$ cat src/rtl/soc_arb_pkg.sv
// Shared types and address map for the SoC request arbiter.
// Holds the target-select encoding, the address windows and the arbiter FSM states.
package soc_arb_pkg;

  localparam int unsigned NbTargets = 4;

  typedef enum logic [1:0] {
    TgtDram  = 2'd0,
    TgtPerip = 2'd1,
    TgtClint = 2'd2,
    TgtDebug = 2'd3
  } tgt_e;

  localparam logic [63:0] DebugBase = 64'h0000_0000_0000_0000;
  localparam logic [63:0] DebugLen  = 64'h0000_0000_0000_1000;
  localparam logic [63:0] ClintBase = 64'h0000_0000_0200_0000;
  localparam logic [63:0] ClintLen  = 64'h0000_0000_000C_0000;
  localparam logic [63:0] DramBase  = 64'h0000_0000_8000_0000;
  localparam logic [63:0] DramLen   = 64'h0000_0000_2000_0000;
  localparam logic [63:0] PeripBase = 64'h0000_0000_E000_0000;
  localparam logic [63:0] PeripLen  = 64'h0000_0000_1000_0000;

  typedef enum logic [1:0] {
    StIdle,
    StReq,
    StWait,
    StDecerr
  } state_e;

endpackage

$ cat src/rtl/soc_addr_decode.sv
// Combinational address decoder: maps an address onto one of the SoC targets.
// A miss (hit_o = 0) means the address falls outside every window.
module soc_addr_decode
  import soc_arb_pkg::*;
#(
  parameter int unsigned AddrWidth = 64
) (
  input  logic [AddrWidth-1:0] addr_i,
  output logic                 hit_o,
  output tgt_e                 sel_o
);

  localparam int unsigned ExtW = AddrWidth + 1;

  // Window end is formed one bit wider so base+len never wraps.
  function automatic logic in_range(input logic [ExtW-1:0] a, input logic [63:0] base,
                                    input logic [63:0] len);
    logic [ExtW-1:0] lo;
    logic [ExtW-1:0] hi;
    lo = ExtW'(base);
    hi = ExtW'(base) + ExtW'(len);
    return (a >= lo) && (a < hi);
  endfunction

  logic [ExtW-1:0] addr_ext;
  assign addr_ext = {1'b0, addr_i};

  always_comb begin
    hit_o = 1'b1;
    sel_o = TgtDram;
    if (in_range(addr_ext, DramBase, DramLen)) begin
      sel_o = TgtDram;
    end else if (in_range(addr_ext, PeripBase, PeripLen)) begin
      sel_o = TgtPerip;
    end else if (in_range(addr_ext, ClintBase, ClintLen)) begin
      sel_o = TgtClint;
    end else if (in_range(addr_ext, DebugBase, DebugLen)) begin
      sel_o = TgtDebug;
    end else begin
      hit_o = 1'b0;
    end
  end

endmodule

$ cat src/rtl/soc_req_arbiter.sv
// Single-outstanding round-robin arbiter in front of the SoC target port.
// Optional SOC_ARB_PERF_CNT_EN adds saturating grant / decode-error counters.
module soc_req_arbiter
  import soc_arb_pkg::*;
#(
  parameter int unsigned NrMasters = 2,
  parameter int unsigned IdWidth   = 4,
  parameter int unsigned AddrWidth = 64,
  parameter int unsigned DataWidth = 64
) (
  input  logic                                      clk_i,
  input  logic                                      rst_ni,
  input  logic [NrMasters-1:0]                      m_req_valid_i,
  output logic [NrMasters-1:0]                      m_req_ready_o,
  input  logic [NrMasters*AddrWidth-1:0]            m_req_addr_i,
  input  logic [NrMasters-1:0]                      m_req_we_i,
  input  logic [NrMasters*DataWidth-1:0]            m_req_wdata_i,
  input  logic [NrMasters*DataWidth/8-1:0]          m_req_be_i,
  input  logic [NrMasters*IdWidth-1:0]              m_req_id_i,
  output logic [NrMasters-1:0]                      m_rsp_valid_o,
  output logic [DataWidth-1:0]                      m_rsp_rdata_o,
  output logic                                      m_rsp_err_o,
  output logic [IdWidth-1:0]                        m_rsp_id_o,
  output logic                                      s_req_valid_o,
  input  logic                                      s_req_ready_i,
  output logic [AddrWidth-1:0]                      s_req_addr_o,
  output logic                                      s_req_we_o,
  output logic [DataWidth-1:0]                      s_req_wdata_o,
  output logic [DataWidth/8-1:0]                    s_req_be_o,
  output logic [1:0]                                s_req_sel_o,
  output logic [IdWidth+$clog2(NrMasters)-1:0]      s_req_id_o,
  input  logic                                      s_rsp_valid_i,
  output logic                                      s_rsp_ready_o,
  input  logic [DataWidth-1:0]                      s_rsp_rdata_i,
  input  logic                                      s_rsp_err_i,
`ifdef SOC_ARB_PERF_CNT_EN
  input  logic [IdWidth+$clog2(NrMasters)-1:0]      s_rsp_id_i,
  output logic [NrMasters*32-1:0]                   perf_grant_cnt_o,
  output logic [31:0]                               perf_decerr_cnt_o
`else
  input  logic [IdWidth+$clog2(NrMasters)-1:0]      s_rsp_id_i
`endif
);

  localparam int unsigned MIdxW   = $clog2(NrMasters);
  localparam int unsigned BeWidth = DataWidth / 8;
  localparam int unsigned SIdW    = IdWidth + MIdxW;

  state_e state_q, state_d;

  logic [MIdxW-1:0]     rr_q;
  logic [MIdxW-1:0]     win;
  logic                 win_vld;
  logic                 grant;
  logic [AddrWidth-1:0] win_addr;
  logic                 dec_hit;
  tgt_e                 dec_sel;

  logic [AddrWidth-1:0] addr_q;
  logic                 we_q;
  logic [DataWidth-1:0] wdata_q;
  logic [BeWidth-1:0]   be_q;
  logic [IdWidth-1:0]   id_q;
  logic [MIdxW-1:0]     mst_q;
  tgt_e                 sel_q;
  logic [NrMasters-1:0] mst_oh;

  logic [NrMasters-1:0] rsp_valid_q;
  logic [DataWidth-1:0] rsp_rdata_q;
  logic                 rsp_err_q;
  logic [IdWidth-1:0]   rsp_id_q;

  // Round-robin search starting at the master after the last winner.
  always_comb begin
    win     = '0;
    win_vld = 1'b0;
    for (int unsigned i = 0; i < NrMasters; i++) begin
      if (!win_vld && m_req_valid_i[(32'(rr_q) + i) % NrMasters]) begin
        win     = MIdxW'((32'(rr_q) + i) % NrMasters);
        win_vld = 1'b1;
      end
    end
  end

  // Grants wait for the previous response pulse to drain.
  assign grant    = (state_q == StIdle) && !(|rsp_valid_q) && win_vld;
  assign win_addr = m_req_addr_i[win*AddrWidth +: AddrWidth];

  always_comb begin
    m_req_ready_o = '0;
    if (grant) begin
      m_req_ready_o[win] = 1'b1;
    end
  end

  soc_addr_decode #(
    .AddrWidth(AddrWidth)
  ) u_addr_decode (
    .addr_i(win_addr),
    .hit_o (dec_hit),
    .sel_o (dec_sel)
  );

  always_ff @(posedge clk_i or negedge rst_ni) begin
    if (!rst_ni) begin
      state_q <= StIdle;
    end else begin
      state_q <= state_d;
    end
  end

  always_comb begin
    state_d = state_q;
    case (state_q)
      StIdle: begin
        if (grant) begin
          state_d = dec_hit ? StReq : StDecerr;
        end
      end
      StReq: begin
        if (s_req_ready_i) begin
          state_d = StWait;
        end
      end
      StWait: begin
        if (s_rsp_valid_i) begin
          state_d = StIdle;
        end
      end
      StDecerr: state_d = StIdle;
      default:  state_d = StIdle;
    endcase
  end

  assign mst_oh = {{(NrMasters-1){1'b0}}, 1'b1} << mst_q;

  always_ff @(posedge clk_i or negedge rst_ni) begin
    if (!rst_ni) begin
      rr_q        <= '0;
      addr_q      <= '0;
      we_q        <= 1'b0;
      wdata_q     <= '0;
      be_q        <= '0;
      id_q        <= '0;
      mst_q       <= '0;
      sel_q       <= TgtDram;
      rsp_valid_q <= '0;
      rsp_rdata_q <= '0;
      rsp_err_q   <= 1'b0;
      rsp_id_q    <= '0;
    end else begin
      rsp_valid_q <= '0;
      if (grant) begin
        addr_q  <= win_addr;
        we_q    <= m_req_we_i[win];
        wdata_q <= m_req_wdata_i[win*DataWidth +: DataWidth];
        be_q    <= m_req_be_i[win*BeWidth +: BeWidth];
        id_q    <= m_req_id_i[win*IdWidth +: IdWidth];
        mst_q   <= win;
        sel_q   <= dec_sel;
        rr_q    <= (32'(win) == NrMasters - 1) ? '0 : win + 1'b1;
      end
      if (state_q == StWait && s_rsp_valid_i) begin
        rsp_valid_q <= mst_oh;
        rsp_rdata_q <= s_rsp_rdata_i;
        // A response tagged for another master is flagged rather than misrouted.
        rsp_err_q   <= s_rsp_err_i || (s_rsp_id_i[SIdW-1:IdWidth] != mst_q);
        rsp_id_q    <= s_rsp_id_i[IdWidth-1:0];
      end
      if (state_q == StDecerr) begin
        rsp_valid_q <= mst_oh;
        rsp_rdata_q <= '0;
        rsp_err_q   <= 1'b1;
        rsp_id_q    <= id_q;
      end
    end
  end

  assign s_req_valid_o = (state_q == StReq);
  assign s_rsp_ready_o = (state_q == StWait);
  assign s_req_addr_o  = addr_q;
  assign s_req_we_o    = we_q;
  assign s_req_wdata_o = wdata_q;
  assign s_req_be_o    = be_q;
  assign s_req_sel_o   = sel_q;
  assign s_req_id_o    = {mst_q, id_q};

  assign m_rsp_valid_o = rsp_valid_q;
  assign m_rsp_rdata_o = rsp_rdata_q;
  assign m_rsp_err_o   = rsp_err_q;
  assign m_rsp_id_o    = rsp_id_q;

`ifdef SOC_ARB_PERF_CNT_EN
  logic [31:0] grant_cnt_q [NrMasters];
  logic [31:0] decerr_cnt_q;

  always_ff @(posedge clk_i or negedge rst_ni) begin
    if (!rst_ni) begin
      for (int i = 0; i < NrMasters; i++) begin
        grant_cnt_q[i] <= '0;
      end
      decerr_cnt_q <= '0;
    end else if (grant) begin
      if (grant_cnt_q[win] != 32'hFFFF_FFFF) begin
        grant_cnt_q[win] <= grant_cnt_q[win] + 32'd1;
      end
      if (!dec_hit && decerr_cnt_q != 32'hFFFF_FFFF) begin
        decerr_cnt_q <= decerr_cnt_q + 32'd1;
      end
    end
  end

  for (genvar g = 0; g < NrMasters; g++) begin : gen_perf_out
    assign perf_grant_cnt_o[g*32 +: 32] = grant_cnt_q[g];
  end
  assign perf_decerr_cnt_o = decerr_cnt_q;
`endif

endmodule

$ cat config.mk
export PLATFORM = sky130hd
export DESIGN_NAME = soc_req_arbiter
export DESIGN_NICKNAME = d
export VERILOG_FILES = /design/src/rtl/soc_arb_pkg.sv /design/src/rtl/soc_addr_decode.sv /design/src/rtl/soc_req_arbiter.sv
export SDC_FILE = /design/constraint.sdc
export NUM_CORES = 1
export LEC_CHECK = 0
export ABC_AREA = 1
export BUFFER_PORTS_ARGS = -buffer_cell sky130_fd_sc_hd__clkbuf_2
export CORE_AREA = 2 2 226 228
export DETAILED_ROUTE_END_ITERATION = 12
export DIE_AREA = 0 0 228 230
export GPL_TIMING_DRIVEN = 0
export PLACE_DENSITY = 0.4
export REMOVE_ABC_BUFFERS = 1
export SYNTH_ARGS = -nofsm -noshare
export SYNTH_HDL_FRONTEND = slang
export SYNTH_SLANG_ARGS = --single-unit
export TNS_END_PERCENT = 10
$ cat constraint.sdc
create_clock -name clk_i -period 2.1 [get_ports clk_i]
set_clock_uncertainty 0.2 [all_clocks]
set_input_delay 0.105 -clock clk_i [delete_from_list [all_inputs] [get_ports clk_i]]
set_output_delay 0.105 -clock clk_i [all_outputs]
set_load 0.05 [all_outputs]
After elaboration in Yosys (flattened, before gate mapping)
Index checks and enable logic that the tools add are counted.
Widths: inputs -> output; s select.
Storage, ports and cells
  register bits after elaboration: 218
  input port bits: 358
  output and inout port bits: 219
Operators by class
  add/subtract/negate cells: 2
  magnitude comparators: 12
  eq/ne operators: 7
  shifts and indexed selects: 5
  multiplexer cells: 35
  reduce and logical (&&, ||, !) cells: 16
Operator list (number)
  $shiftx 128x8->64: 2
  $ge 64x32->1 const B: 2
  $lt 64x32->1 const B: 2
  $mux 64: 2
  $ge 64x1->1 const B: 1
  $ge 64x26->1 const B: 1
  $lt 64x13->1 const B: 1
  $lt 64x26->1 const B: 1
  $mux 2: 11
  $mux 1: 18
  $shiftx 16x5->8: 1
  $logic_and 1x1->1: 9
  $mux 4: 2
  $pmux 2 s4: 1
  $shiftx 8x4->4: 1
  $lt 1x2->1 const B: 3
  $eq 2x2->1 const B: 2
  $ne 2x2->1 const B: 2
  $reduce_and 3->1: 1
  $add 1x1->1 const B: 2
  $eq 2x1->1 const B: 1
  $logic_not 1->1: 2
  $logic_not 2->1: 1
  $ne 2x1->1 const B: 1
  7 further kinds: 7

Depth between registers and ports, before layout
Gate-level depths: netlist of run 1.
  depth after elaboration: 16
  gate-level depth with buffers: 17
  gate-level depth less buffers: 16

By module
Synthesis of run 1 repeated with hierarchy kept, for this count alone.
Second synthesis, totals
  cells, all modules: 1565
  area, all modules: 11403.4 um^2
By module, submodules not included
  soc_req_arbiter: times used 1, cells each 1499, area an instance 11128.2 um^2
  soc_addr_decode: times used 1, cells each 66, area an instance 275.3 um^2

Worst setup path before layout of run 1
Ideal clock, no wire load.
  path kind: register to register
  start: register state_q[0]
  end: register rsp_rdata_q[12], in the netlist m_rsp_rdata_o[12]
  setup time: 0.067 ns
  data arrival time: 2.154 ns
  path slack: -0.321 ns
  stages on the path, launching flop included: 8
  path buffers: 3
  clock period less this slack: 2.421 ns
  cell sequence: dfrtp_1 clkbuf_1 nor2_1 nand2_1 inv_1 buf_2 buf_1 a22o_1
On the way
  word-level cells in the longest chain between the ends: 3
  elaborated cells between the ends (all ways): 5
RTL lines
  start, declared: line soc_req_arbiter.sv:49  | state_e state_q, state_d;
  start signal, assigned: line soc_req_arbiter.sv:106  | state_q <= StIdle;
  start signal, assigned: line soc_req_arbiter.sv:108  | state_q <= state_d;
  $eq 2x2->1
  via s_rsp_ready_o: line soc_req_arbiter.sv:33  | output logic s_rsp_ready_o,
  $logic_and 1x1->1: line soc_req_arbiter.sv:163  | if (state_q == StWait && s_rsp_valid_i) begin
  $reduce_bool 2->1 (no source line)
  end signal, assigned: line soc_req_arbiter.sv:165  | rsp_rdata_q <= s_rsp_rdata_i;
  end, declared: line soc_req_arbiter.sv:69  | logic [DataWidth-1:0] rsp_rdata_q;
The timed path passes the listed nets, and every way through them passes these cells.
A chain may end at the register's enable or synchronous reset.

Final worst setup path of run 1
  start: register state_q[0]
  end: output m_req_ready_o[0]
On the way
  word-level cells in the longest chain between the ends: 4
RTL lines
  $logic_not 2->1: line soc_req_arbiter.sv:86  | assign grant = (state_q == StIdle) && !(|rsp_valid_q) && win_vld;
  $logic_and 1x1->1 (2 in a row): line soc_req_arbiter.sv:86
  $mux 2: line soc_req_arbiter.sv:91  | if (grant) begin
  end, declared: line soc_req_arbiter.sv:14  | output logic [NrMasters-1:0] m_req_ready_o,
Every way passes these cells.

==> impl_metrics.json, run 1 <==
{
  "dp_hpwl_mm": 28.6,
  "crit_fanout": 3,
  "slowest_delay_ns": 0.42,
  "clock_sinks": 218,
  "synthesis.area_um2": 9530,
  "worst_setup_path_end_kind": "primary output",
  "use_met2_pct": 31.3,
  "viasPerCell": 4.21,
  "die_area_um2": 52400,
  "setup_viol": 83,
  "syn2layout_area_growth_pct": 98.0,
  "slew_viol_final": 0,
  "mostFrequentLayoutCells": "clkbuf_2 (573), nand2_1 (465), dlygate4sd3_1 (356)",
  "io_buffer_count": 576,
  "critPathLaunchType": "flip-flop",
  "htreeDepth": 1,
  "finalPower_uw": 30100,
  "insertion_delay_ns": 0.54,
  "cp.required_ns": 1.79,
  "fill_cells": 5005,
  "seq_area_frac_synth_pct": 57.2,
  "critPathBufInv": 4,
  "startpoint": "state_q[0]",
  "switching_power_uw": 15600,
  "overflow": 0,
  "setup_slack_ns": -0.439,
  "min_period_ns": 2.54,
  "internal_power_uw": 14500,
  "p_per_area_nw_per_um2": 1590,
  "start_util_pct": 19.1,
  "root_buffer": "clkbuf_16",
  "period_share_pct": 121,
  "grt_pass1_wl_mm": 70.7,
  "slowest_stage": "dfrtp_2",
  "crit_path_cell_trace": "nor4_4, o21ai_4, buf_12, buf_16, nor2_4, buf_12, clkbuf_16",
  "antennaDiodeCount": 0,
  "violations": "setup timing",
  "cts_tree": "yes",
  "use_met3_pct": 2.78,
  "postSynthCellCount": 1101,
  "hold_start": "m_req_valid_i[0]",
  "die_x_um": 228,
  "core_area_um2": 49900,
  "clock_power_share_pct": 15.3,
  "ant_nets": 0,
  "slew_headroom_pct": 28.7,
  "seqPwrFrac_pct": 24.9,
  "cp_common_cell": "buf_12",
  "synth_cell_types": 32,
  "tns_ns": -15.79,
  "worstReg2RegEnd": "state_q[1]",
  "yosysWarnings": 0,
  "drt_iter0_drc": 483,
  "min_to": "s_req_addr_o[53]",
  "final_cells": 2748,
  "power.leakage_uw": 0.00986,
  "wl_mm": 47.2,
  "pin_count": 577,
  "max_cap_viol_count": 0,
  "drive_above_1_share_pct": 35.3,
  "worstMarginPinSlew_ns": 1.07,
  "grt_pass1_vias": 12533,
  "remaining_drc_errors": 0,
  "hold_viol_final": 0,
  "hp-class": "in -> reg",
  "fp.dieH_um": 230,
  "status": "finished, violations left",
  "critPathTopFamily": "buffers and inverters",
  "antenna_found_initial": 1,
  "r2r-start": "state_q[0]",
  "met1_usage_pct": 19.8,
  "p_sw_share_pct": 51.9,
  "place_congestion": 0.894,
  "core.rowCount": 82,
  "nNetsFinal": 2417,
  "arrival_ns": 2.23,
  "clk_pin_slew_ns": 0.06,
  "num_vias": 11576,
  "hold_depth": 6,
  "dr.pass1.iters": 5,
  "fmax_mhz": 394,
  "r2r_cells": 9,
  "whs_ns": 0.0745,
  "worst_ir_drop_vdd_mv": 0.873,
  "combPwrFrac_pct": 59.8,
  "final_common_cell": "clkbuf_2",
  "synth_seq_cells": 218,
  "post_drt_wl_per_cell_um": 17.2,
  "rrSetupSlack_ns": -0.33,
  "grtUsageTotal_pct": 17.0,
  "dp_cells": 2292,
  "syn_area_per_cell_um2": 8.66,
  "busiest_layer": "met2",
  "rsz0062_at_grt": "true",
  "clockBufferDepth": 3,
  "critPathKind": "reg -> out",
  "grt_max_degree": 100,
  "numCtsBuffers": 28
}
metal layers:
layer	wire (um)	vias to the layer above	share of wire, %
met4	1750	0	3.7
met3	2280	105	4.8
met5	0	-	0
li1	-	5525	-
met2	24000	472	51
met1	19200	5474	41
cells in the mapped netlist, drive strengths merged:
cell type  instances  share of area (%)
dfrtp            218                 57
nor3b              1              0.079
a2111oi            1              0.092
nor2b              1              0.066
a21oi             17               0.89
clkbuf            25               0.98
a2bb2oi           12                1.1
buf               45                2.5
inv               33                1.3
and2               1              0.066
o31ai              3               0.24
o221a              1               0.12
nor3               2               0.10
nand2            482                 19
nor4               1               0.13
xor2               1              0.092
o211ai             2               0.16
or2                1              0.066
nand3            103                5.4
nor2              37                1.6
o21ai             47                2.5
a22o              64                5.9
nand3b             3               0.24
repair_timing:
| action | CTS | global route |
|---|---|---|
| buffers inserted | 27 | 9 |
| endpoints found under the setup margin | 213 | 132 |
| hold buffers | 357 | 0 |
| gates cloned | 13 | 5 |
| pin swaps | 4 | 17 |
| hold endpoints to repair | 431 | 0 |
| resized for setup | 49 | 79 |
final cells by class:
cell class	instances	area, um^2	share of cell area [%]
Tap cell	672	841	4.45
Timing Repair Buffer	992	7590	40.2
Clock inverter	4	47.5	0.252
Sequential cell	218	5460	28.9
Clock buffer	43	818	4.33
Inverter	33	174	0.921
Multi-Input combinational cell	786	3950	20.9
power by group through the flow:
stage	clock [uW]	combinational, uW	sequential [uW]
global route	4960	19000	7740
floorplan	0	4080	14100
global placement	0	14300	7430
detailed placement	0	15500	7460
CTS	4800	17500	7460
finish	4610	18000	7480
worst max-delay path by stage:
stage / endpoint / slack [ns] / cells after the start
finish: m_req_ready_o[0] / -0.44 / 7
global route: m_req_ready_o[0] / -0.56 / 7
CTS: m_req_ready_o[0] / -0.54 / 7
detailed placement: m_req_ready_o[0] / -1.39 / 7
global placement: s_req_wdata_o[1] / -8.23 / 5
floorplan: state_q[0] / -3.22 / 3
flip-flops by register name (all words and copies together), names as in the netlist:
name	count
rr_q	1
id_q	4
s_req_addr_o	64
m_rsp_err_o	1
s_req_be_o	8
m_rsp_rdata_o	64
s_req_sel_o	2
state_q	2
mst_q	1
m_rsp_valid_o	2
s_req_we_o	1
s_req_wdata_o	64
m_rsp_id_o	4
kinds of logic after synthesis:
kind of cell    count (synthesis)  synth area share (%)
simple gates                  632                  26.9
flops                         218                  57.2
compound gates                147                  11.0
buf+inv                       103                  4.78
xor+xnor                        1                0.0919
worst reg2reg max path, stage by stage, from the launching register on:
cell,delay (ns)
dfrtp_2,0.42
nor4_4,0.38
o21ai_4,0.12
buf_4,0.21
buf_4,0.15
buf_4,0.16
buf_12,0.17
a2111oi_0,0.40
nand2_1,0.10
nand2_1,0.07
through the flow:
step	setup WS (ns)	util (%)	cell area (um^2)
floorplan	-3.22	-	9200
global placement	-8.23	25.9	12900
detailed placement	-1.39	26.6	13200
CTS	-0.543	36.9	18400
global route	-0.560	37.9	18900
finish	-0.439	37.9	18900
No activity file was read; power rests on OpenSTA's default activity.
==> run 2: changes to the inputs <==
--- a/config.mk
+++ b/config.mk
@@ -7,12 +7,11 @@
 export LEC_CHECK = 0
 export ABC_AREA = 1
 export BUFFER_PORTS_ARGS = -buffer_cell sky130_fd_sc_hd__clkbuf_2
-export CORE_AREA = 2 2 226 228
+export CORE_AREA = 5 5 223 225
 export DETAILED_ROUTE_END_ITERATION = 12
 export DIE_AREA = 0 0 228 230
 export GPL_TIMING_DRIVEN = 0
-export PLACE_DENSITY = 0.4
-export REMOVE_ABC_BUFFERS = 1
+export PLACE_DENSITY = 0.42
 export SYNTH_ARGS = -nofsm -noshare
 export SYNTH_HDL_FRONTEND = slang
 export SYNTH_SLANG_ARGS = --single-unit
==> run 2 against run 1 <==
The flow finishes with violations (hold timing, setup timing). Highest routed layer unchanged. Sequential power shrank 0.5%. Critical path type is now reg -> reg. Die area did not move. Non-clock buffer count rose by 37. Largest cell class unchanged. Via count rose by 0.30%. Cell count fell by 0.87%.
==> impl_metrics.json, run 2 (synthesized netlist as in run 1, its figures left out) <==
{
  "drive_above_1_share_pct": 36.3,
  "syn2layout_area_growth_pct": 94.3,
  "status": "finished, violations left",
  "crit_fanout": 10,
  "core_area_um2": 47300,
  "dp_hpwl_mm": 36.2,
  "p_sw_share_pct": 53.0,
  "nNetsFinal": 2447,
  "max_cap_viol_count": 0,
  "dpl_cell_area_um2": 13300,
  "insertion_delay_ns": 0.54,
  "antenna_found_initial": 1,
  "remaining_drc_errors": 0,
  "clock_sinks": 218,
  "core.rowCount": 80,
  "cp.required_ns": 2.33,
  "internal_power_uw": 13800,
  "seqPwrFrac_pct": 25.3,
  "violations": "hold timing, setup timing",
  "critPathBufInv": 3,
  "viasPerCell": 4.26,
  "slowest_delay_ns": 0.37,
  "min_period_ns": 2.31,
  "dr.pass1.iters": 4,
  "grt_max_degree": 91,
  "clk_pin_slew_ns": 0.06,
  "cts_tree": "yes",
  "die_area_um2": 52400,
  "grtUsageTotal_pct": 17.8,
  "arrival_ns": 2.54,
  "mostFrequentLayoutCells": "clkbuf_2 (584), nand2_1 (459), dlygate4sd3_1 (353)",
  "start_util_pct": 20.1,
  "die_x_um": 228,
  "tns_ns": -0.855,
  "drt_iter0_drc": 498,
  "power.leakage_uw": 0.00976,
  "setup_viol": 5,
  "critPathLaunchType": "flip-flop",
  "root_buffer": "clkbuf_16",
  "final_core_util_pct": 39.1,
  "ant_nets": 0,
  "crit_path_cell_trace": "inv_2, nand2_8, nand2_8, buf_12, buf_12, nand2_1, o21ai_2, nand2_1, nor2_2, nand3b_1, nor2_2, o21ai_2, nand2_2, nand2_1, nand2_1, nand2_1",
  "met1_usage_pct": 21.1,
  "combPwrFrac_pct": 59.0,
  "slew_viol_final": 0,
  "clockBufferDepth": 3,
  "hold_viol_final": 3,
  "wl_mm": 48.9,
  "critPathKind": "reg -> reg",
  "worst_ir_drop_vdd_mv": 0.814,
  "final_common_cell": "clkbuf_2",
  "cp_common_cell": "nand2_1",
  "grt_pass1_wl_mm": 74.6,
  "pin_count": 577,
  "clock_power_share_pct": 15.7,
  "critPathTopFamily": "simple AND/OR/NAND/NOR gates",
  "use_met3_pct": 4.21,
  "post_drt_wl_per_cell_um": 17.9,
  "htreeDepth": 1,
  "numCtsBuffers": 27,
  "grt_pass1_vias": 12754,
  "busiest_layer": "met2",
  "period_share_pct": 110,
  "overflow": 0,
  "io_buffer_count": 575,
  "rsz0062_at_grt": "true",
  "syn_nets": 1459,
  "post-route-cell-area_um2": 18500,
  "num_vias": 11611,
  "place_congestion": 0.872,
  "fmax_mhz": 433,
  "worstMarginPinSlew_ns": 0.548,
  "worst_setup_path_end_kind": "flip-flop",
  "p_per_area_nw_per_um2": 1580,
  "slowest_stage": "dfrtp_1",
  "slew_headroom_pct": 63.5,
  "setup_slack_ns": -0.211,
  "whs_ns": -0.0494,
  "use_met2_pct": 31.9,
  "fp.dieH_um": 230,
  "hp-class": "in -> reg",
  "switching_power_uw": 15600
}
[run 2: worst paths after layout]
check / cells past startpoint / endpoint / start / slack, ns
worst max-delay path: 16 / state_q[1] / rr_q / -0.21
worst min-delay path: 6 / s_req_addr_o[59] / m_req_addr_i[123] / -0.05
worst max register to register: 16 / state_q[1] / rr_q / -0.21
worst min register to register: 2 / s_req_addr_o[44] / s_req_addr_o[44] / 0.28
max in group asynchronous: 4 / m_rsp_rdata_o[34] / rst_ni / 0.71
min in group asynchronous: 4 / s_req_wdata_o[4] / rst_ni / 0.49
[run 2: worst register-to-register path: stages, from the launching register on]
cell	delay [ns]
dfrtp_1	0.37
inv_2	0.10
nand2_8	0.09
nand2_8	0.11
buf_12	0.15
buf_12	0.15
nand2_1	0.07
o21ai_2	0.07
nand2_1	0.08
nor2_2	0.14
nand3b_1	0.13
nor2_2	0.16
o21ai_2	0.10
nand2_2	0.11
nand2_1	0.06
nand2_1	0.05
nand2_1	0.04
[run 2: repair_timing]
action / 4_1_cts / 5_1_grt
pin swaps: 10 / 20
gates resized for setup: 88 / 115
hold buffers: 357 / 4
cloned: 0 / 3
hold endpoints to repair: 430 / 4
buffers inserted: 14 / 9
setup endpoints to repair: 218 / 181
[run 2: power by group through the flow]
stage	logic, uW	registers (uW)	clock network (uW)
finish	17300	7440	4610
global route	18400	7690	4930
CTS	16900	7420	4790
detailed placement	15900	7410	0
global placement	15800	7420	0
floorplan	4270	14100	0
[run 2: final cells by class]
type	count	area (um^2)
antenna	1	2.50
clock buffer	39	791
inverter	33	136
timing repair buffer	962	6890
tap	615	769
clock inverter	9	76.3
sequential	218	5460
fill	4763	28800
multi-input combinational	780	3830
buffer	67	564
[run 2: stage by stage]
stage          hold WS (ns)  power [uW]  std cells  setup WS, ns
5_1_grt              0.0124       31000       2724        -0.356
3_5_place_dp         -0.120       23300       2293        -0.843
4_1_cts              0.0340       29200       2710        -0.289
3_3_place_gp          0.110       23200       2291         -4.20
6_report            -0.0494       29400       2724        -0.211
2_1_floorplan        -0.391       18300       1101         0.121
[run 2: layer usage]
layer  share of wire (%)  routed length [um]
met5                   0                   0
met3                 6.4                3120
met2                  50               24400
met1                  40               19700
met4                 3.4                1670
